File: config.mk
export PLATFORM = sky130hd
export DESIGN_NAME = char_buf_arbiter_flat
export DESIGN_NICKNAME = d
export VERILOG_FILES = /design/src/rtl/char_buf_arbiter_if.sv /design/src/rtl/char_buf_arbiter.sv /design/src/flat_wrapper.sv
export SDC_FILE = /design/constraint.sdc
export NUM_CORES = 1
export LEC_CHECK = 0
export ABC_AREA = 1
export CORE_MARGIN = 2
export CORE_UTILIZATION = 45
export CTS_CLUSTER_DIAMETER = 100
export DETAILED_ROUTE_END_ITERATION = 12
export GPL_ROUTABILITY_DRIVEN = 1
export PLACE_DENSITY = 0.68
export REMOVE_ABC_BUFFERS = 1
export SYNTH_ARGS = -nofsm -noshare
export SYNTH_HDL_FRONTEND = slang
export SYNTH_SLANG_ARGS = --single-unit
export TNS_END_PERCENT = 30
File: constraint.sdc
create_clock -name clk -period 2.8 [get_ports clk]
set_input_delay 0.7 -clock clk [delete_from_list [all_inputs] [get_ports clk]]
set_output_delay 0.7 -clock clk [all_outputs]
set_load 0.02 [all_outputs]
File: src/rtl/char_buf_arbiter_if.sv
// Bus bundle for char_buf_arbiter: CPU write port, VGA read port, clear control and the memory port.
// The arbiter uses the slave view; requesters and the memory model use the master view.
interface char_buf_arbiter_if;
  logic        cpu_we;
  logic [11:0] cpu_addr;
  logic [7:0]  cpu_data;
  logic        cpu_busy;
  logic        vga_re;
  logic [11:0] vga_addr;
  logic        vga_valid;
  logic [7:0]  vga_data;
  logic        clear_req;
  logic        clear_busy;
  logic        overflow;
  logic [11:0] mem_addr;
  logic        mem_we;
  logic [7:0]  mem_wdata;
  logic [7:0]  mem_rdata;

  modport slave (
    input  cpu_we, cpu_addr, cpu_data, vga_re, vga_addr, clear_req, mem_rdata,
    output cpu_busy, vga_valid, vga_data, clear_busy, overflow, mem_addr, mem_we, mem_wdata
  );

  modport master (
    output cpu_we, cpu_addr, cpu_data, vga_re, vga_addr, clear_req, mem_rdata,
    input  cpu_busy, vga_valid, vga_data, clear_busy, overflow, mem_addr, mem_we, mem_wdata
  );
endinterface

File: src/rtl/char_buf_arbiter.sv
// Single-port character buffer arbiter: VGA reads beat the clear engine, which beats the CPU write queue.
// Define CHARBUF_CLEAR_EN to build the full-screen clear engine (IDLE/DRAIN/CLEAR FSM).
module char_buf_arbiter #(
  parameter int unsigned QDEPTH    = 4,
  parameter logic [7:0]  FILL_CHAR = 8'h20
) (
  input logic clk,
  input logic reset,
  char_buf_arbiter_if.slave bus
);

  localparam int unsigned PW = (QDEPTH > 1) ? $clog2(QDEPTH) : 1;
  localparam int unsigned CW = PW + 1;
  localparam logic [CW-1:0] QFULL = CW'(QDEPTH);

  logic [11:0]   qa_q [QDEPTH];
  logic [11:0]   qa_d [QDEPTH];
  logic [7:0]    qd_q [QDEPTH];
  logic [7:0]    qd_d [QDEPTH];
  logic [PW-1:0] wp_q, wp_d, rp_q, rp_d;
  logic [CW-1:0] cnt_q, cnt_d;
  logic          ovf_q, ovf_d;
  logic          rd_pend_q, rd_pend_d;
  logic [7:0]    vga_data_q, vga_data_d;
  logic [11:0]   mem_addr_q, mem_addr_d;
  logic [7:0]    mem_wdata_q, mem_wdata_d;
  logic          mem_we;

  logic          busy, q_empty, push, pop, rd_gnt;
  logic          pop_allowed, clr_gnt;
  logic [11:0]   clr_addr;

  assign busy    = (cnt_q == QFULL);
  assign q_empty = (cnt_q == '0);
  assign push    = bus.cpu_we & ~busy;
  assign rd_gnt  = bus.vga_re & ~reset;
  assign pop     = pop_allowed & ~rd_gnt & ~q_empty;

`ifdef CHARBUF_CLEAR_EN
  typedef enum logic [1:0] {IDLE, DRAIN, CLEAR} state_t;
  state_t      state_q, state_d;
  logic [11:0] clr_cnt_q, clr_cnt_d;

  always_comb begin
    state_d     = state_q;
    clr_cnt_d   = clr_cnt_q;
    pop_allowed = 1'b0;
    clr_gnt     = 1'b0;
    case (state_q)
      IDLE: begin
        pop_allowed = 1'b1;
        if (bus.clear_req) state_d = DRAIN;
      end
      DRAIN: begin
        pop_allowed = 1'b1;
        if (q_empty) state_d = CLEAR;
      end
      CLEAR: begin
        // Queue is frozen here so anything enqueued lands after the fill.
        if (!rd_gnt) begin
          clr_gnt = 1'b1;
          if (clr_cnt_q == 12'hFFF) begin
            state_d   = IDLE;
            clr_cnt_d = '0;
          end else begin
            clr_cnt_d = clr_cnt_q + 12'd1;
          end
        end
      end
      default: state_d = IDLE;
    endcase
  end

  always_ff @(posedge clk or posedge reset) begin
    if (reset) begin
      state_q   <= IDLE;
      clr_cnt_q <= '0;
    end else begin
      state_q   <= state_d;
      clr_cnt_q <= clr_cnt_d;
    end
  end

  assign clr_addr       = clr_cnt_q;
  assign bus.clear_busy = (state_q != IDLE);
`else
  logic unused_clear;
  assign unused_clear   = &{1'b0, bus.clear_req, FILL_CHAR};
  assign pop_allowed    = 1'b1;
  assign clr_gnt        = 1'b0;
  assign clr_addr       = '0;
  assign bus.clear_busy = 1'b0;
`endif

  always_comb begin
    qa_d  = qa_q;
    qd_d  = qd_q;
    wp_d  = wp_q;
    rp_d  = rp_q;
    cnt_d = cnt_q;
    if (push) begin
      qa_d[wp_q] = bus.cpu_addr;
      qd_d[wp_q] = bus.cpu_data;
      wp_d       = wp_q + PW'(1);
    end
    if (pop) rp_d = rp_q + PW'(1);
    case ({push, pop})
      2'b10:   cnt_d = cnt_q + CW'(1);
      2'b01:   cnt_d = cnt_q - CW'(1);
      default: cnt_d = cnt_q;
    endcase
  end

  // Memory port mux; address and data hold their last granted value when idle.
  always_comb begin
    mem_we      = 1'b0;
    mem_addr_d  = mem_addr_q;
    mem_wdata_d = mem_wdata_q;
    if (rd_gnt) begin
      mem_addr_d = bus.vga_addr;
    end else if (clr_gnt) begin
      mem_we      = 1'b1;
      mem_addr_d  = clr_addr;
      mem_wdata_d = FILL_CHAR;
    end else if (pop) begin
      mem_we      = 1'b1;
      mem_addr_d  = qa_q[rp_q];
      mem_wdata_d = qd_q[rp_q];
    end
  end

  always_comb begin
    ovf_d      = ovf_q | (bus.cpu_we & busy);
    rd_pend_d  = rd_gnt;
    vga_data_d = rd_pend_q ? bus.mem_rdata : vga_data_q;
  end

  always_ff @(posedge clk or posedge reset) begin
    if (reset) begin
      wp_q        <= '0;
      rp_q        <= '0;
      cnt_q       <= '0;
      ovf_q       <= 1'b0;
      rd_pend_q   <= 1'b0;
      vga_data_q  <= '0;
      mem_addr_q  <= '0;
      mem_wdata_q <= '0;
    end else begin
      wp_q        <= wp_d;
      rp_q        <= rp_d;
      cnt_q       <= cnt_d;
      ovf_q       <= ovf_d;
      rd_pend_q   <= rd_pend_d;
      vga_data_q  <= vga_data_d;
      mem_addr_q  <= mem_addr_d;
      mem_wdata_q <= mem_wdata_d;
    end
  end

  always_ff @(posedge clk) begin
    qa_q <= qa_d;
    qd_q <= qd_d;
  end

  assign bus.cpu_busy  = busy;
  assign bus.overflow  = ovf_q;
  assign bus.vga_valid = rd_pend_q;
  assign bus.vga_data  = vga_data_d;
  assign bus.mem_we    = mem_we;
  assign bus.mem_addr  = mem_addr_d;
  assign bus.mem_wdata = mem_wdata_d;

endmodule

File: src/flat_wrapper.sv
// flat-port wrapper written by rule: the top's interface ports become plain ports
module char_buf_arbiter_flat 
#(
  parameter int unsigned QDEPTH    = 4,
  parameter logic [7:0]  FILL_CHAR = 8'h20
)
  (clk, reset, bus_cpu_we, bus_cpu_addr, bus_cpu_data, bus_vga_re, bus_vga_addr, bus_clear_req, bus_mem_rdata, bus_cpu_busy, bus_vga_valid, bus_vga_data, bus_clear_busy, bus_overflow, bus_mem_addr, bus_mem_we, bus_mem_wdata);
  char_buf_arbiter_if bus_i ();
  input logic clk;
  input logic reset;
  input wire logic [$bits(bus_i.cpu_we)-1:0] bus_cpu_we;
  input wire logic [$bits(bus_i.cpu_addr)-1:0] bus_cpu_addr;
  input wire logic [$bits(bus_i.cpu_data)-1:0] bus_cpu_data;
  input wire logic [$bits(bus_i.vga_re)-1:0] bus_vga_re;
  input wire logic [$bits(bus_i.vga_addr)-1:0] bus_vga_addr;
  input wire logic [$bits(bus_i.clear_req)-1:0] bus_clear_req;
  input wire logic [$bits(bus_i.mem_rdata)-1:0] bus_mem_rdata;
  output wire logic [$bits(bus_i.cpu_busy)-1:0] bus_cpu_busy;
  output wire logic [$bits(bus_i.vga_valid)-1:0] bus_vga_valid;
  output wire logic [$bits(bus_i.vga_data)-1:0] bus_vga_data;
  output wire logic [$bits(bus_i.clear_busy)-1:0] bus_clear_busy;
  output wire logic [$bits(bus_i.overflow)-1:0] bus_overflow;
  output wire logic [$bits(bus_i.mem_addr)-1:0] bus_mem_addr;
  output wire logic [$bits(bus_i.mem_we)-1:0] bus_mem_we;
  output wire logic [$bits(bus_i.mem_wdata)-1:0] bus_mem_wdata;
  assign bus_i.cpu_we = bus_cpu_we;
  assign bus_i.cpu_addr = bus_cpu_addr;
  assign bus_i.cpu_data = bus_cpu_data;
  assign bus_i.vga_re = bus_vga_re;
  assign bus_i.vga_addr = bus_vga_addr;
  assign bus_i.clear_req = bus_clear_req;
  assign bus_i.mem_rdata = bus_mem_rdata;
  assign bus_cpu_busy = bus_i.cpu_busy;
  assign bus_vga_valid = bus_i.vga_valid;
  assign bus_vga_data = bus_i.vga_data;
  assign bus_clear_busy = bus_i.clear_busy;
  assign bus_overflow = bus_i.overflow;
  assign bus_mem_addr = bus_i.mem_addr;
  assign bus_mem_we = bus_i.mem_we;
  assign bus_mem_wdata = bus_i.mem_wdata;
  char_buf_arbiter #(.QDEPTH(QDEPTH), .FILL_CHAR(FILL_CHAR)) u_core (.clk(clk), .reset(reset), .bus(bus_i));
endmodule
# Word-level counts from Yosys, hierarchy flattened
# Cells that the tools add are included.
[totals] word_cells=60 reg_bits=117 ram_bits=0 memories=0 inputBits=45 latch_bits=0 out_inout_bits=33 mem_bits_ro=0
[op_classes] shift=0 mul=0 n_div=0 reduce_logical=3 muxes=20 n_bitwise=11 n_addsub=4 order_cmp=3 eq_ne=3
[ops] operator="$mux 12" count=5
[ops] operator="$bwmux 48" count=1
[ops] operator="$mux 8" count=6
[ops] operator="$bwmux 32" count=1
[ops] operator="$bmux 12 s2" count=1
[ops] operator="$demux 12 s2" count=1
[ops] operator="$bmux 8 s2" count=1
[ops] operator="$demux 8 s2" count=1
[ops] operator="$ge 3x3->1 const B" count=2
[ops] operator="$not 2->3" count=2
[ops] operator="$pmux 3 s2" count=1
[ops] operator="$add 2x1->2 const B" count=2
[ops] operator="$and 1x1->1" count=4
[ops] operator="$not 1->1" count=4
[ops] operator="$add 3x1->3 const B" count=1
[ops] operator="$eq 3x3->1 const B" count=1
[ops] operator="$logic_not 3->1" count=1
[ops] operator="$lt 3x1->1 const B" count=1
[ops] operator="$sub 3x1->3 const B" count=1
[ops] operator="$eq 2x1->1 const B" count=1
[ops] operator="$eq 2x2->1 const B" count=1
[ops] operator="$mux 1" count=2
[ops] operator="$reduce_bool 2->1" count=1
[ops] operator="$logic_and 1x1->1" count=1
[ops] operator="$or 1x1->1" count=1

# Logic depth before layout (Yosys ltp)
# Gate-level depths: netlist of run 1.
[depth] word_depth=6 mapped_depth=12 mapped_depth_nobuf=11

# Least setup slack after synthesis of run 1
# OpenSTA, ideal clock, no wires.
[synth_timing] path_kind="input port to output port" start="input reset" end="output bus_mem_addr[4]" n_path_buf=1 slack_ps=168 required_time_ps=2100 arrival_ps=1932 stages=6 path_cell_list="inv_2 > nand2_4 > buf_6 > or2_2 > nand2_1 > nand2_1"
[synth_via] elab_chain_cells=6
[synth_lines] item="start: declaration" line_no="flat_wrapper.sv:10" source="input logic reset;"
[synth_lines] item="$not 1->1 (*)" line_no="char_buf_arbiter.sv:36" source="assign rd_gnt = bus.vga_re & ~reset;"
[synth_lines] item="$and 1x1->1 (*)" line_no="char_buf_arbiter.sv:36"
[synth_lines] item="$not 1->1" line_no="char_buf_arbiter.sv:37" source="assign pop = pop_allowed & ~rd_gnt & ~q_empty;"
[synth_lines] item="$and 1x1->1" line_no="char_buf_arbiter.sv:37"
[synth_lines] item="$mux 12" line_no="char_buf_arbiter.sv:125" source="end else if (pop) begin"
[synth_lines] item="$mux 12 (*)" line_no="char_buf_arbiter.sv:119" source="if (rd_gnt) begin"
[synth_lines] item="end: declaration" line_no="flat_wrapper.sv:23" source="output wire logic [$bits(bus_i.mem_addr)-1:0] bus_mem_addr;"
# Mark *: on every way between the ends. The rest lies on a longest branch, timed or not.

# Worst setup path after layout of run 1
[layout_timing] start="input bus_mem_rdata[0]" end="output bus_vga_data[0]"
[layout_via] elab_chain_cells=1
[layout_lines] item="start: declaration" line_no="flat_wrapper.sv:17" source="input wire logic [$bits(bus_i.mem_rdata)-1:0] bus_mem_rdata;"
[layout_lines] item="$mux 8" line_no="char_buf_arbiter.sv:135" source="vga_data_d = rd_pend_q ? bus.mem_rdata : vga_data_q;"
[layout_lines] item="end: declaration" line_no="flat_wrapper.sv:20" source="output wire logic [$bits(bus_i.vga_data)-1:0] bus_vga_data;"
# No other way between the ends.

==> run_results.csv, run 1 <==
group,metric,value,unit
setup_path,crit_start,"bus_mem_rdata[0]",
layout,fin_cells,769,
synth,ys_warn_count,0,
global_routing,grt_max_degree,38,
drt,first_pass_iters,5,
pwr,p_int,0.004915,W
setup_path,crit_path_max_fanout,2,
setup_path,r2r_cells,10,
clocking,clk_latency,410,ps
setup_path,cp.required,2100,ps
layout,mostFrequentLayoutCell,"nand2_1",
synth,synth_fa_ha_area_share,1.597,%
global_routing,overflow,0,
hold_path,hold_end,"u_core.bus.overflow$_DFF_PP0_",
placed_design,gp_congestion,0.7700,
drt,avgViaCountPerCell,4.744,
synth,yosys.area_share.xor_xnor,0.8470,%
setup_path,start_kind,"input port",
clocking,holdBufCountCts,0,
clocking,cts_tree,"done",
timing,worst_slew_pin_slew,535.5,ps
outcome,outcome,"finished, final reports clean",
global_routing,grt_first_pass_wirelength,18200,um
layout,num_antenna_cells,0,
clocking,cts.reportedPaths.clkPinSlew,60,ps
pwr,p_switching,0.002615,W
setup_path,path_cells,"clkdlybuf4s50_1 -> mux2_2 -> clkdlybuf4s50_1",
floorplanning,start_util,45.67,%
floorplanning,rows,39,
pwr,power_density,1105,nW/um^2
timing,finalClockSkew,10.03,ps
pwr,sequentialPowerShare,32.9,%
pwr,pwr-share-comb,36.5,%
floorplanning,die_area,12360,um^2
layout,fillers,945,
floorplanning,fp.dieH,111.2,um
synth,avgSynthCellArea,10.04,um^2
floorplanning,die-width,111.2,um
floorplanning,core-area,11320,um^2
drt,drt-total-wl,11300,um
hold_path,min_path_cells,1,
placed_design,dp_hpwl,7230,um
clocking,root_buffer,"clkbuf_16",
placed_design,place_inst,736,
timing,max_freq,382.3,MHz
synth,ys_ff_latch,117,
job,maxCapViolCount,0,
pwr,ir_drop,557.9,uV
hold_path,hp-class,"flip-flop to flip-flop",
setup_path,cpMostUsedCell,"clkdlybuf4s50_1",
setup_path,arrival,1920,ps
global_routing,grt_pass1_vias,3716,
setup_path,cpMaxStageDelayCell,"clkdlybuf4s50_1",
synth,synth_compound_area_share,0.3630,%
timing,finalSetupViolCount,0,
drt,drt_iter0_drc,228,
timing,slew_viol_final,0,
synth,seq_area_frac_synth,64.38,%
setup_path,end_kind,"output port",
floorplanning,io_pins,78,
placed_design,port_buffers,75,
synth,ys_types,23,
setup_path,crit_type,"input port to output port",
layout,area_growth,31.82,%
drt,wl_per_cell,14.70,um
drt,vias,3648,
pwr,clkPwrFrac,30.6,%
timing,max_slew_margin,64.30,%
drt,drcViolationCount,0,
hold_path,min_from,"u_core.bus.overflow$_DFF_PP0_",
pwr,switching_share,34.73,%
clocking,cts_buffers,17,
setup_path,rr_startpoint,"u_core.cnt_q[1]$_DFFE_PP0P_",
synth,synth_area,5170,um^2
clocking,cts.path.max_buffers,2,
global_routing,grt_antenna_before_repair,0,
timing,finalCritPeriodShare,93.42,%
synth,synthMuxAreaShare,1.742,%
global_routing,track_usage,19.18,%
clocking,numClockSinks,117,
timing,period_needed,2616,ps
timing,rsz0062_at_grt,"false",
layout,fin_nets,664,
synth,synth-simple-area-share,20.86,%
pwr,p_leak,3.227,nW
timing,fin_setup_tns,0,ps
synth,synth_top_family_by_area,"simple AND/OR/NAND/NOR gates",
drt,ant_nets,0,
timing,hold_viol,0,
layout,layout-drive-gt1-share,18.05,%
layout,layout_common_cells,"nand2_1, inv_1, edfxtp_1",
setup_path,regToRegSetupSlack,500,ps
clocking,htreeDepth,4,
synth,synth_cells,515,
setup_path,worstReg2RegEnd,"u_core.cnt_q[2]$_DFFE_PP0P_",
setup_path,critPathMaxStageDelay,540,ps
## synthesized netlist by cell type (all sizes together)
cell	n	area (um^2)
nand2	183	706.9
inv	99	371.6
edfxtp	80	2402
nand3	54	270.3
dfrtp	37	925.9
buf	22	152.6
or2	12	75.07
mux2	8	90.09
ha	5	62.56
nor2	5	26.27
xor2	3	26.28
o21ai	2	10.01
xnor2	2	17.52
a31o	1	8.760
conb	1	3.750
fa	1	20.02
## power by group through the flow
stage / clock network (W) / logic, W / registers (W)
after floorplan: 0 / 0.00152 / 0.00257
after global placement: 0 / 0.00278 / 0.00249
after detailed placement: 0 / 0.00285 / 0.00251
after CTS: 0.00234 / 0.00269 / 0.00248
after global routing: 0.00242 / 0.00304 / 0.00252
final: 0.00230 / 0.00275 / 0.00248
## cell type report
class	instances	area, um^2	share of cell area, %
Clock inverter	11	181.4	2.662
Tap cell	143	178.9	2.625
Multi-Input combinational cell	277	1361	19.97
Clock buffer	21	450.4	6.609
Timing Repair Buffer	101	943.4	13.84
Inverter	99	371.6	5.453
Sequential cell	117	3328	48.83
## through the flow
| stage | total power [W] | instance area (um^2) | utilization [%] | hold slack, ps | setup slack, ps |
|---|---|---|---|---|---|
| final | 0.007530 | 6815 | 60.20 | 472.8 | 184.3 |
| after global routing | 0.007976 | 6815 | 60.20 | 500.5 | 151.2 |
| after CTS | 0.007512 | 6736 | 59.50 | 475.1 | -96.33 |
| after detailed placement | 0.005358 | 6195 | 54.72 | 463.8 | -397.1 |
| after global placement | 0.005272 | 6195 | 54.72 | 463.2 | -376.4 |
| after floorplan | 0.004084 | 5017 | - | 492.3 | 128.2 |
## worst max path at each step
stage,end,slack (ps),depth (start not counted)
after global placement,bus_mem_addr[11],-380,8
final,bus_vga_data[0],180,3
after floorplan,bus_mem_addr[0],130,6
after global routing,bus_vga_data[2],150,3
after CTS,bus_mem_addr[3],-100,8
after detailed placement,bus_mem_addr[2],-400,8
## registers in the layout (all words and copies together), names as in the netlist
| name | flops |
|---|---|
| u_core.wp_q | 2 |
| u_core.vga_data_q | 8 |
| u_core.mem_addr_q | 12 |
| u_core.bus.vga_valid | 1 |
| u_core.cnt_q | 3 |
| u_core.bus.overflow | 1 |
| u_core.rp_q | 2 |
| u_core.mem_wdata_q | 8 |
| u_core.qa_q | 48 |
| u_core.qd_q | 32 |
## critical path, delay by kind of cell
kind / cells / cell delay [ps]
buffers and inverters: 2 / 940
multiplexers: 1 / 280
## metal layers
| layer | vias up | track usage (%) | wire [um] |
|---|---|---|---|
| met5 | - | 0 | 0 |
| met4 | 0 | 8.066 | 156 |
| met3 | 14 | 4.975 | 413 |
| met2 | 90 | 33.21 | 5885 |
| met1 | 1749 | 22.67 | 4846 |
| li1 | 1795 | - | - |
## logic make-up after synthesis
kind of cell	count (synthesis)
fa+ha+maj	6
xor+xnor	5
simple gates	254
mux	8
flops	117
compound gates	3
other cells	1
buf+inv	121
## what timing repair did
action,4_1_cts,5_1_grt
pin swaps,1,5
gates resized for setup,80,29
setup endpoints to repair,22,11
setup buffers,0,1
Power figures use the tool's default switching activity.
==> run 2, diff against run 1 <==
--- a/config.mk
+++ b/config.mk
@@ -10,8 +10,8 @@
 export CORE_UTILIZATION = 45
 export CTS_CLUSTER_DIAMETER = 100
 export DETAILED_ROUTE_END_ITERATION = 12
+export DONT_BUFFER_PORTS = 1
 export GPL_ROUTABILITY_DRIVEN = 1
-export PLACE_DENSITY = 0.68
 export REMOVE_ABC_BUFFERS = 1
 export SYNTH_ARGS = -nofsm -noshare
 export SYNTH_HDL_FRONTEND = slang
==> run 2 against run 1 <==
Effect of this change:
- wire length is 9.3% lower
- non-clock buffer count is 89 lower
- cell count is 11% lower
- clock power is 6% higher
- power is 5.5% lower
- fmax is 1.6% higher
- setup slack better by 40 ps
- global-route usage is 1.4 points lower
- sequential share of layout area is 6.8 points higher
- core utilization is 7.3 points lower
- design area is 12% lower
- largest power group is now sequential cells
- highest routed layer unchanged
==> run_results.csv, run 2 (synthesis gave the netlist of run 1 again) <==
group,metric,value,unit
clocking,cts_tree,"done",
setup_path,rr_startpoint,"u_core.cnt_q[0]$_DFFE_PP0P_",
timing,setup_ws,224.7,ps
setup_path,crit_type,"flip-flop to output port",
global_routing,track_usage,17.74,%
placed_design,placed_cell_area,5309,um^2
global_routing,overflow,0,
layout,fillers,964,
layout,layout-drive-gt1-share,13.59,%
drt,drt-total-wl,10250,um
pwr,power_density,1190,nW/um^2
layout,fin_nets,575,
setup_path,end_kind,"output port",
setup_path,arrival,1880,ps
clocking,post_cts_buffers,0,
layout,final_area,5983,um^2
setup_path,crit_path_max_fanout,41,
setup_path,cp.required,2100,ps
setup_path,worstSetupEndpoint,"bus_mem_addr[7]",
timing,finalCritPeriodShare,91.97,%
hold_path,hp-class,"input port to asynchronous set/reset pin",
drt,ant_nets,0,
timing,max_slew_margin,50.56,%
timing,finalSetupViolCount,0,
layout,layout_common_cells,"nand2_1, inv_1, edfxtp_1",
clocking,clk_latency,410,ps
timing,finalClockSkew,6.835,ps
floorplanning,io_pins,78,
floorplanning,die_area,12360,um^2
global_routing,grt_max_degree,42,
timing,max_freq,388.3,MHz
drt,drt_iter0_drc,192,
timing,worst_slew_pin_slew,740.5,ps
drt,drcViolationCount,0,
placed_design,port_buffers,0,
setup_path,regToRegSetupSlack,690,ps
clocking,cts.path.max_buffers,2,
global_routing,grt_first_pass_wirelength,16480,um
timing,period_needed,2575,ps
floorplanning,fp.dieH,111.2,um
timing,fin_setup_tns,0,ps
timing,rsz0062_at_grt,"false",
drt,vias,3239,
setup_path,r2r_cells,9,
clocking,htreeDepth,4,
layout,largest_reg_flops,48,
drt,first_pass_iters,4,
layout,area_growth,15.73,%
global_routing,grt_pass1_vias,3224,
drt,avgViaCountPerCell,4.756,
clocking,root_buffer,"clkbuf_16",
pwr,p_leak,2.834,nW
placed_design,gp_congestion,0.7565,
clocking,holdBufCountCts,0,
layout,reg_top3,"u_core.qa_q (48), u_core.qd_q (32), u_core.mem_addr_q (12)",
drt,wl_per_cell,15.06,um
global_routing,grt_antenna_before_repair,1,
floorplanning,die-width,111.2,um
floorplanning,start_util,45.67,%
floorplanning,core-area,11320,um^2
outcome,outcome,"finished, final reports clean",
placed_design,dp_hpwl,6223,um
layout,largest-register,"u_core.qa_q",
pwr,ir_drop,466.5,uV
placed_design,pre_cts_slack,421.3,ps
setup_path,start_kind,"flip-flop",
layout,mostFrequentLayoutCell,"nand2_1",
setup_path,crit_start,"u_core.rp_q[0]$_DFFE_PP0N_",
timing,slew_viol_final,0,
clocking,cts_resized,0,
clocking,cts.reportedPaths.clkPinSlew,50,ps
clocking,cts_buffers,17,
clocking,numClockSinks,117,
setup_path,worstReg2RegEnd,"u_core.cnt_q[2]$_DFFE_PP0P_",
timing,hold_viol,0,
floorplanning,rows,39,
job,maxCapViolCount,0,
run 2: cell type report:
cell class                      count  area, um^2  area share [%]
Multi-Input combinational cell    277        1328           22.19
Inverter                           99       371.6           6.211
Clock inverter                     13       229.0           3.827
Timing Repair Buffer               12       102.6           1.715
Antenna cell                        1       2.502         0.04182
Clock buffer                       19       442.9           7.403
Tap cell                          143       178.9           2.990
Sequential cell                   117        3328           55.63
run 2: worst max-delay path, stage by stage (launching register included):
cell     delay (ps)
dfrtp_1         380
inv_2           550
nand2_1         140
nand3_1         110
nand2_1          50
nand2_1          60
nand2_1         160
run 2: layer usage:
metal	wire [um]	vias up	GRT usage (%)
met2	5052	80	28.90
met5	0	-	0
met4	175	0	6.584
met3	783	14	8.256
met1	4243	1531	20.53
li1	-	1614	-
run 2: worst min-delay path by stage:
stage | startpoint | end | slack [ps] | cells after the start
2_1_floorplan | u_core.wp_q[1]$_DFFE_PP0P_ | u_core.wp_q[1]$_DFFE_PP0P_ | 490 | 2
3_3_place_gp | u_core.wp_q[1]$_DFFE_PP0P_ | u_core.wp_q[1]$_DFFE_PP0P_ | 520 | 2
3_5_place_dp | u_core.wp_q[1]$_DFFE_PP0P_ | u_core.wp_q[1]$_DFFE_PP0P_ | 530 | 2
4_1_cts | reset | u_core.vga_data_q[2]$_DFF_PP0_ | 360 | 2
5_1_grt | bus_cpu_data[2] | u_core.qd_q[18]$_DFFE_PP_ | 360 | 0
6_report | reset | u_core.mem_wdata_q[7]$_DFF_PP0_ | 350 | 2
run 2: where the power goes:
part	internal, W	switching [W]
sequential	0.00234	0.000141
clock	0.00169	0.000746
combinational	0.000588	0.00162
total	0.00461	0.00251
run 2: through the flow:
step	std cells	hold WS (ps)	total power, W	util, %
2_1_floorplan	493	492.3	0.004084	-
3_3_place_gp	648	522.0	0.004681	46.89
3_5_place_dp	648	534.3	0.004747	46.89
4_1_cts	680	359.1	0.007210	52.83
5_1_grt	681	355.4	0.007551	52.85
6_report	681	347.2	0.007119	52.85
==> run 3, diff against run 2 <==
--- a/config.mk
+++ b/config.mk
@@ -12,7 +12,6 @@
 export DETAILED_ROUTE_END_ITERATION = 12
 export DONT_BUFFER_PORTS = 1
 export GPL_ROUTABILITY_DRIVEN = 1
-export REMOVE_ABC_BUFFERS = 1
 export SYNTH_ARGS = -nofsm -noshare
 export SYNTH_HDL_FRONTEND = slang
 export SYNTH_SLANG_ARGS = --single-unit
==> run 3 against run 2 <==
Effect of this change:
- clock skew up 2.3 ps
- via count down 1.2%
- combinational power hardly changed
- critical path depth stayed put
- sequential share of layout area rose by 0.67 points
- power shrank 3.6%
- non-clock buffer count unchanged
- setup slack improved by 110 ps
- register-to-register slack lost 30 ps
==> run_results.csv, run 3 (synthesis gave the netlist of run 1 again) <==
group,metric,value,unit
floorplanning,io_pins,78,
timing,period_needed,2470,ps
setup_path,start_kind,"flip-flop",
layout,num_antenna_cells,0,
setup_path,end_kind,"output port",
layout,area_growth,14.35,%
layout,layout-drive-gt1-share,13.22,%
layout,mostFrequentLayoutCell,"nand2_1",
timing,fin_setup_tns,0,ps
timing,finalClockSkew,9.094,ps
drt,avgViaCountPerCell,4.704,
clocking,root_buffer,"clkbuf_16",
drt,drcViolationCount,0,
pwr,power.total,0.006864,W
timing,finalSetupViolCount,0,
layout,final_area,5912,um^2
global_routing,grt_antenna_before_repair,0,
clocking,cts.reportedPaths.clkPinSlew,50,ps
placed_design,port_buffers,0,
drt,first_pass_iters,4,
clocking,post_cts_buffers,0,
timing,slew_viol_final,0,
global_routing,overflow,0,
setup_path,cp.required,2100,ps
timing,finalCritPeriodShare,88.21,%
drt,ant_nets,0,
drt,vias,3199,
clocking,cts.path.max_buffers,2,
pwr,p_leak,2.799,nW
drt,drt-total-wl,9918,um
layout,layout_common_cells,"nand2_1, inv_1, edfxtp_1",
synth,syn-num-nets,566,
global_routing,track_usage,17.54,%
floorplanning,rows,39,
setup_path,crit_type,"flip-flop to output port",
floorplanning,die-width,111.2,um
pwr,ir_drop,427.3,uV
floorplanning,start_util,45.67,%
layout,fin_nets,575,
floorplanning,fp.dieH,111.2,um
clocking,numClockSinks,117,
drt,wl_per_cell,14.59,um
global_routing,use_met3,7.272,%
outcome,outcome,"finished, final reports clean",
timing,max_freq,404.9,MHz
layout,largest_reg_flops,48,
hold_path,hp-class,"input port to asynchronous set/reset pin",
timing,rsz0062_at_grt,"false",
timing,hold_viol,0,
global_routing,grt-busiest-layer,"met2",
floorplanning,core-area,11320,um^2
global_routing,use_met1,21.96,%
layout,reg_top3,"u_core.qa_q (48), u_core.qd_q (32), u_core.mem_addr_q (12)",
clocking,cts_resized,0,
pwr,power_density,1161,nW/um^2
global_routing,met2_usage,26.95,%
placed_design,gp_congestion,0.7467,
global_routing,grt_max_degree,42,
job,maxCapViolCount,0,
global_routing,grt_pass1_vias,3324,
drt,drt_iter0_drc,195,
floorplanning,die_area,12360,um^2
setup_path,arrival,1770,ps
clocking,htreeDepth,4,
clocking,cts_tree,"done",
layout,largest-register,"u_core.qa_q",
placed_design,placed_cell_area,5309,um^2
clocking,clk_latency,410,ps
global_routing,grt_first_pass_wirelength,16680,um
clocking,holdBufCountCts,0,
setup_path,crit_path_max_fanout,21,
clocking,cts_buffers,17,
placed_design,dp_hpwl,6220,um
[run 3: worst paths after layout]
path                                                   from  slack, ps  depth (start not counted)                       endpoint
max in group asynchronous                             reset       2130                          2     u_core.wp_q[1]$_DFFE_PP0P_
worst min-delay path                                  reset        340                          2     u_core.rp_q[1]$_DFFE_PP0N_
worst max register to register  u_core.cnt_q[0]$_DFFE_PP0P_        660                         10    u_core.cnt_q[2]$_DFFE_PP0P_
min in group clk                            bus_cpu_data[3]        380                          0      u_core.qd_q[11]$_DFFE_PP_
worst max-delay path            u_core.cnt_q[0]$_DFFE_PP0P_        330                          6               bus_mem_addr[11]
worst min register to register  u_core.cnt_q[2]$_DFFE_PP0P_        560                          1  u_core.bus.overflow$_DFF_PP0_
[run 3: where the power goes]
group / internal [W] / leakage [nW] / total [W] / switching, W
clock: 0.00146 / 0.293 / 0.00218 / 0.000716
sequential: 0.00234 / 1.17 / 0.00248 / 0.000139
combinational: 0.000590 / 1.34 / 0.00221 / 0.00162
total: 0.00439 / 2.80 / 0.00686 / 0.00248
[run 3: area by class of cell]
type / count / area [um^2]
Sequential cell: 117 / 3328
Tap cell: 143 / 178.9
Inverter: 99 / 371.6
Timing Repair Buffer: 12 / 102.6
Clock inverter: 9 / 125.1
Fill cell: 1008 / 5409
Clock buffer: 23 / 478.0
Multi-Input combinational cell: 277 / 1328
[run 3: metrics by stage]
step	setup slack, ps	util, %	hold WS (ps)	instances
after floorplan	167.8	-	492.3	515
after global placement	439.9	46.89	527.0	648
after detailed placement	381.8	46.89	542.0	648
after CTS	288.8	52.22	357.8	680
after global routing	160.0	52.22	360.5	680
final	330.2	52.22	336.3	680
[run 3: critical path: stages, from the launching register on]
cell	delay (ps)
dfrtp_1	420
nor2_4	70
nand2_2	80
nand2_4	110
inv_2	320
nand2_1	130
nand2_1	220
[run 3: metal layers]
metal / up-vias / routed length (um)
met5: - / 0
met2: 91 / 4603
met1: 1480 / 4367
met3: 19 / 773
li1: 1609 / -
met4: 0 / 174
==> variant 1: new RTL, settings of run 2 <==
Build with the macro `CHARBUF_CLEAR_EN` defined.
--- a/src/rtl/char_buf_arbiter.sv
+++ b/src/rtl/char_buf_arbiter.sv
@@ -1,4 +1,6 @@
 // Single-port character buffer arbiter: VGA reads beat the clear engine, which beats the CPU write queue.
 // Define CHARBUF_CLEAR_EN to build the full-screen clear engine (IDLE/DRAIN/CLEAR FSM).
+`define CHARBUF_CLEAR_EN
+
 module char_buf_arbiter #(
   parameter int unsigned QDEPTH    = 4,
Behaviour: not the same (a bounded check fails within 4 cycles, from zero or initial values and one cycle with reset high).
==> variant 1 against run 2 <==
- sequential cell count up 14
- synthesized cell count down 0.58%
- wire length grew 12%
- die area is 8.3% higher
- final area increased by 8.7%
- total power is 3.4% higher
- core utilization increased by 0.86 points
- area after synthesis grew 8.7%
- fmax decreased by 3.0%
- worst setup slack lost 78 ps
- global-route usage rose by 0.83 points
- via count is 11% higher
- critical path type unchanged
- largest power group unchanged
==> variant 1: results (changes against run 2) <==
| Metric | Value |
|---|---|
| Status | completed (unchanged) |
| Multiplexer share of the synthesized area | 1.604% (was 1.742%) |
| FILL cells | 1057 (was 964) |
| Data arrival, critical path | 1950 ps (was 1880 ps) |
| Clock skew | 5.345 ps (was 6.835 ps) |
| Critical path peak fanout | 12 (was 41) |
| Least-Margin Pin Slew | 490.2 ps (was 740.5 ps) |
| NetSw | 2668 uW (was 2505 uW) |
| Fin cells | 712 (was 681) |
| Share of the yosys chip area belonging to registers | 65.48% (was 64.38%) |
| Top Registers | u_core.qa_q x48, u_core.qd_q x32 (was u_core.qa_q x48, u_core.qd_q x32, u_core.mem_addr_q x12) |
| Lkg Pwr | 0.002674 uW (was 0.002834 uW) |
| Synth Area in Adders | 1.693% (was 1.597%) |
| GP Congestion | 0.8789 (was 0.7565) |
| Vias in the first global route | 3601 (was 3224) |
| Routed vias/inst | 5.037 (was 4.756) |
| First-pass GRT wire length | 18240 um (was 16480 um) |
| Initial antenna violation count | 0 (was 1) |
| WL per Instance | 16.20 um (was 15.06 um) |
| Avg Cell Area, Syn | 10.97 sq um (was 10.04 sq um) |
| Ant diodes | 0 (was 1) |
| Starting DRT DRC Count | 213 (was 192) |
| Async S/R FF share, synth | 38.93% (was 31.62%) |
| All-Layer GR Usage | 18.57% (was 17.74%) |
| Peak supply drop | 0.6419 mV (was 0.4665 mV) |
| Met1 usage | 21.29% (was 20.53%) |
==> variant 1: worst paths after layout <==
kind,depth (start not counted),start,to,slack [ps]
hold reg to reg,2,u_core.clr_addr[10],u_core.clr_addr[10],500
setup reg to reg,11,u_core.cnt_q[0],u_core.cnt_q[2],570
hold / removal,2,reset,u_core.mem_addr_q[10],240
max in group asynchronous,2,reset,u_core.mem_addr_q[2],2100
setup / recovery,8,u_core.cnt_q[0],bus_mem_addr[7],150
min in group clk,0,bus_cpu_addr[9],u_core.qa_q[21],380
==> variant 1: kinds of logic (layout without fill, tap and decap cells) <==
logic type,count (synthesis),after routing
AND/OR/NAND/NOR,204,204
flip-flops,131,131
AO/OA/AOI/OAI,86,86
buffers and inverters,67,99
XOR/XNOR,9,9
multiplexers,8,8
adder cells (fa/ha/maj),7,7
==> variant 1: per-stage QoR <==
stage	hold slack, ps	instance area, sq um	setup TNS (ps)
final	241.7	6505	0
after global routing	244.7	6505	-32.51
after CTS	239.6	6482	0
after detailed placement	489.1	5887	0
after global placement	481.9	5887	0
after floorplan	462.9	5499	-3784
==> variant 1: power by group through the flow <==
stage | Sequential [uW] | Combinational, uW | Clock (uW)
after floorplan | 2820 | 1600 | 0
after global placement | 2760 | 2410 | 0
after detailed placement | 2780 | 2460 | 0
after CTS | 2740 | 2480 | 2200
after global routing | 2790 | 2770 | 2300
final | 2750 | 2460 | 2150
==> variant 1: what timing repair did <==
item                       4_1_cts  5_1_grt
cloned                           0        0
setup endpoints to repair       12       12
resized for setup                2        9
==> variant 1: metal layers <==
metal  share of wire, %  up-vias  wire length, um
li1                   -     1773                -
met1                 42     1702             4815
met2                 50       98             5712
met3                7.4       13              857
met4                1.3        0              148
met5                  0        -                0
==> variant 1: worst max-delay path: stages, from the launching register on <==
cell      delay (ps)
dfrtp_1          400
inv_1            110
nand3_1          130
inv_1            140
nor2_4            60
nor2_4           310
nand2_1          100
nand3b_1         110
nand2_1          170
==> variant 1: area by class of cell <==
type,instances,area [sq um],area share (%)
Tap cell,168,210.2,3.231
Multi-Input combinational cell,314,1673,25.72
Clock inverter,12,130.1,2.000
Sequential cell,131,3679,56.55
Inverter,45,175.2,2.693
Clock buffer,20,456.7,7.021
Timing Repair Buffer,22,181.4,2.789
==> variant 2: new RTL, config.mk and constraints of run 2 <==
Made on the original files. `vga_data_q` no longer has a reset.
--- a/src/rtl/char_buf_arbiter.sv
+++ b/src/rtl/char_buf_arbiter.sv
@@ -143,5 +143,4 @@
       ovf_q       <= 1'b0;
       rd_pend_q   <= 1'b0;
-      vga_data_q  <= '0;
       mem_addr_q  <= '0;
       mem_wdata_q <= '0;
@@ -152,8 +151,11 @@
       ovf_q       <= ovf_d;
       rd_pend_q   <= rd_pend_d;
-      vga_data_q  <= vga_data_d;
       mem_addr_q  <= mem_addr_d;
       mem_wdata_q <= mem_wdata_d;
     end
+  end
+
+  always_ff @(posedge clk) begin
+    vga_data_q <= vga_data_d;
   end
 
Behaviour: differs if reset is asserted again (counterexample within 4 cycles, from zero or initial values and one cycle with reset high); with reset held inactive, the same outputs for 4 cycles.
==> variant 2 against run 2 <==
- count of clock-buffer cells in the layout shrank 1
- sequential power is essentially flat
- clock power shrank 15%
- sequential cell count is the same
- worst setup slack gained 24 ps
- area after synthesis shrank 0.77%
- total power shrank 5.4%
- wire length shrank 0.60%
- final area shrank 2.3%
==> variant 2: results (changes against run 2) <==
| Metric | Value |
|---|---|
| Async S/R FF share, synth | 24.79% (was 31.62%) |
| Least-Margin Pin Slew | 720.4 ps (was 740.5 ps) |
| Share of the yosys chip area belonging to registers | 64.10% (was 64.38%) |
| Synth Area in Adders | 1.610% (was 1.597%) |
| Starting DRT DRC Count | 145 (was 192) |
| Vias in the first global route | 3231 (was 3224) |
| WL per Instance | 14.97 um (was 15.06 um) |
| R2r worst-path depth | 10 (was 9) |
| R2r endpoint | u_core.cnt_q[2] (unchanged) |
| Routed vias/inst | 4.678 (was 4.756) |
| Peak supply drop | 0.5307 mV (was 0.4665 mV) |
| Inserted Clock Buffers | 17 (unchanged) |
| RR Startpoint | u_core.cnt_q[0] (unchanged) |
| Worst-skew pair later-pin latency | 410 ps (about the same) |
| Layout cell share with drive strength beyond 1 | 12.62% (was 13.59%) |
| Data arrival, critical path | 1850 ps (was 1880 ps) |
| Warnings from Yosys | 0 (unchanged) |
| Nets@finish | 577 (was 575) |
| Initial antenna violation count | 2 (was 1) |
| Hold Worst Slack | 332.6 ps (was 347.2 ps) |
| GP Congestion | 0.7221 (was 0.7565) |
| DP HPWL | 6273 um (was 6223 um) |
| CTS Root Cell | clkbuf_16 (unchanged) |
| Post_cts resized | 0 (unchanged) |
| R2r setup slk | 560 ps (was 690 ps) |
| Largest cells by area after synthesis | edfxtp_1 47%, dfrtp_1 14%, nand2_1 13%, inv_1 7.0%, nand3_1 5.3% (was edfxtp_1 46%, dfrtp_1 18%, nand2_1 13%, inv_1 7.0%, nand3_1 5.2%) |
| FILL cells | 960 (was 964) |
| Post-placement cell count | 647 (was 648) |
| H-tree depth | 4 (unchanged) |
| Count leader, synth | nand2_1 (unchanged) |
| Total vias in the final route | 3186 (was 3239) |
| Clock skew | 6.601 ps (was 6.835 ps) |
| Synth cell count leaders | 179 x nand2_1, 96 x inv_1, 80 x edfxtp_1, 54 x nand3_1, 29 x dfrtp_1 (was 179 x nand2_1, 96 x inv_1, 80 x edfxtp_1, 54 x nand3_1, 37 x dfrtp_1) |
| Post-placement cell area | 0.005268 sq mm (was 0.005309 sq mm) |
| Cells after synthesis | 515 (unchanged) |
| First-pass GRT wire length | 16520 um (was 16480 um) |
| All-Layer GR Usage | 17.59% (was 17.74%) |
| Crit path largest cell delay | 530 ps (was 550 ps) |
| Status | completed (unchanged) |
| Most common flop cell mapped by yosys | edfxtp_1 (unchanged) |
| Lkg Pwr | 0.002757 uW (was 0.002834 uW) |
| Unique masters post-synth | 24 (was 23) |
| Compound-gate portion of the synthesized area | 0.3659% (was 0.3630%) |
| Multiplexer share of the synthesized area | 1.756% (was 1.742%) |
| XOR/XNOR Fraction of Synth Area | 0.8537% (was 0.8470%) |
| Main combinational cell family by area after synthesis | simple AND/OR/NAND/NOR gates (unchanged) |
variant 2: metal layers:
| layer | up-vias | track usage [%] | routed length (um) |
|---|---|---|---|
| met4 | 0 | 8.833 | 237 |
| met5 | - | 0 | 0 |
| met1 | 1492 | 19.73 | 4304 |
| met2 | 66 | 28.96 | 4993 |
| met3 | 17 | 7.217 | 657 |
| li1 | 1611 | - | - |
variant 2: cell families after synthesis:
logic type,after synthesis
muxes,8
other,1
xor gates and xnor gates,5
AOI/OAI and AO/OA,3
DFF,117
and+or+nand+nor,254
adders and majority gates,6
buffers and inverters,121
variant 2: worst max-delay path by stage:
stage                                  end  cells after the start            from  slack (ps)
after global placement    bus_mem_addr[11]                      6           reset         490
after detailed placement   bus_mem_addr[1]                      6           reset         480
final                     bus_mem_addr[11]                      6  u_core.rp_q[0]         250
after CTS                 bus_mem_addr[11]                      6  u_core.rp_q[0]         210
after floorplan           bus_mem_wdata[0]                      6  u_core.rp_q[0]         250
after global routing      bus_mem_wdata[6]                      6  u_core.rp_q[0]          50
variant 2: critical path: cells and delay by family (launching register included):
kind | cells | cell delay, ps
buf+inv | 1 | 530
simple gates | 5 | 510
flops | 1 | 380
variant 2: final cells by class:
class | instances | area share (%)
Antenna cell | 2 | 0.08565
Clock buffer | 18 | 7.345
Clock inverter | 14 | 2.420
Inverter | 99 | 6.360
Multi-Input combinational cell | 277 | 22.72
Sequential cell | 117 | 56.27
Tap cell | 140 | 2.998
Timing Repair Buffer | 14 | 1.799
variant 2: power breakdown:
part	switching, uW	internal [uW]
Sequential	143	2340
Clock	706	1370
Combinational	1600	583
variant 2: through the flow:
stage	util, %	worst slack, ps
floorplan	-	247.3
global placement	47.96	486.0
detailed placement	47.96	478.2
CTS	53.16	212.2
global route	53.20	46.79
finish	53.20	248.9
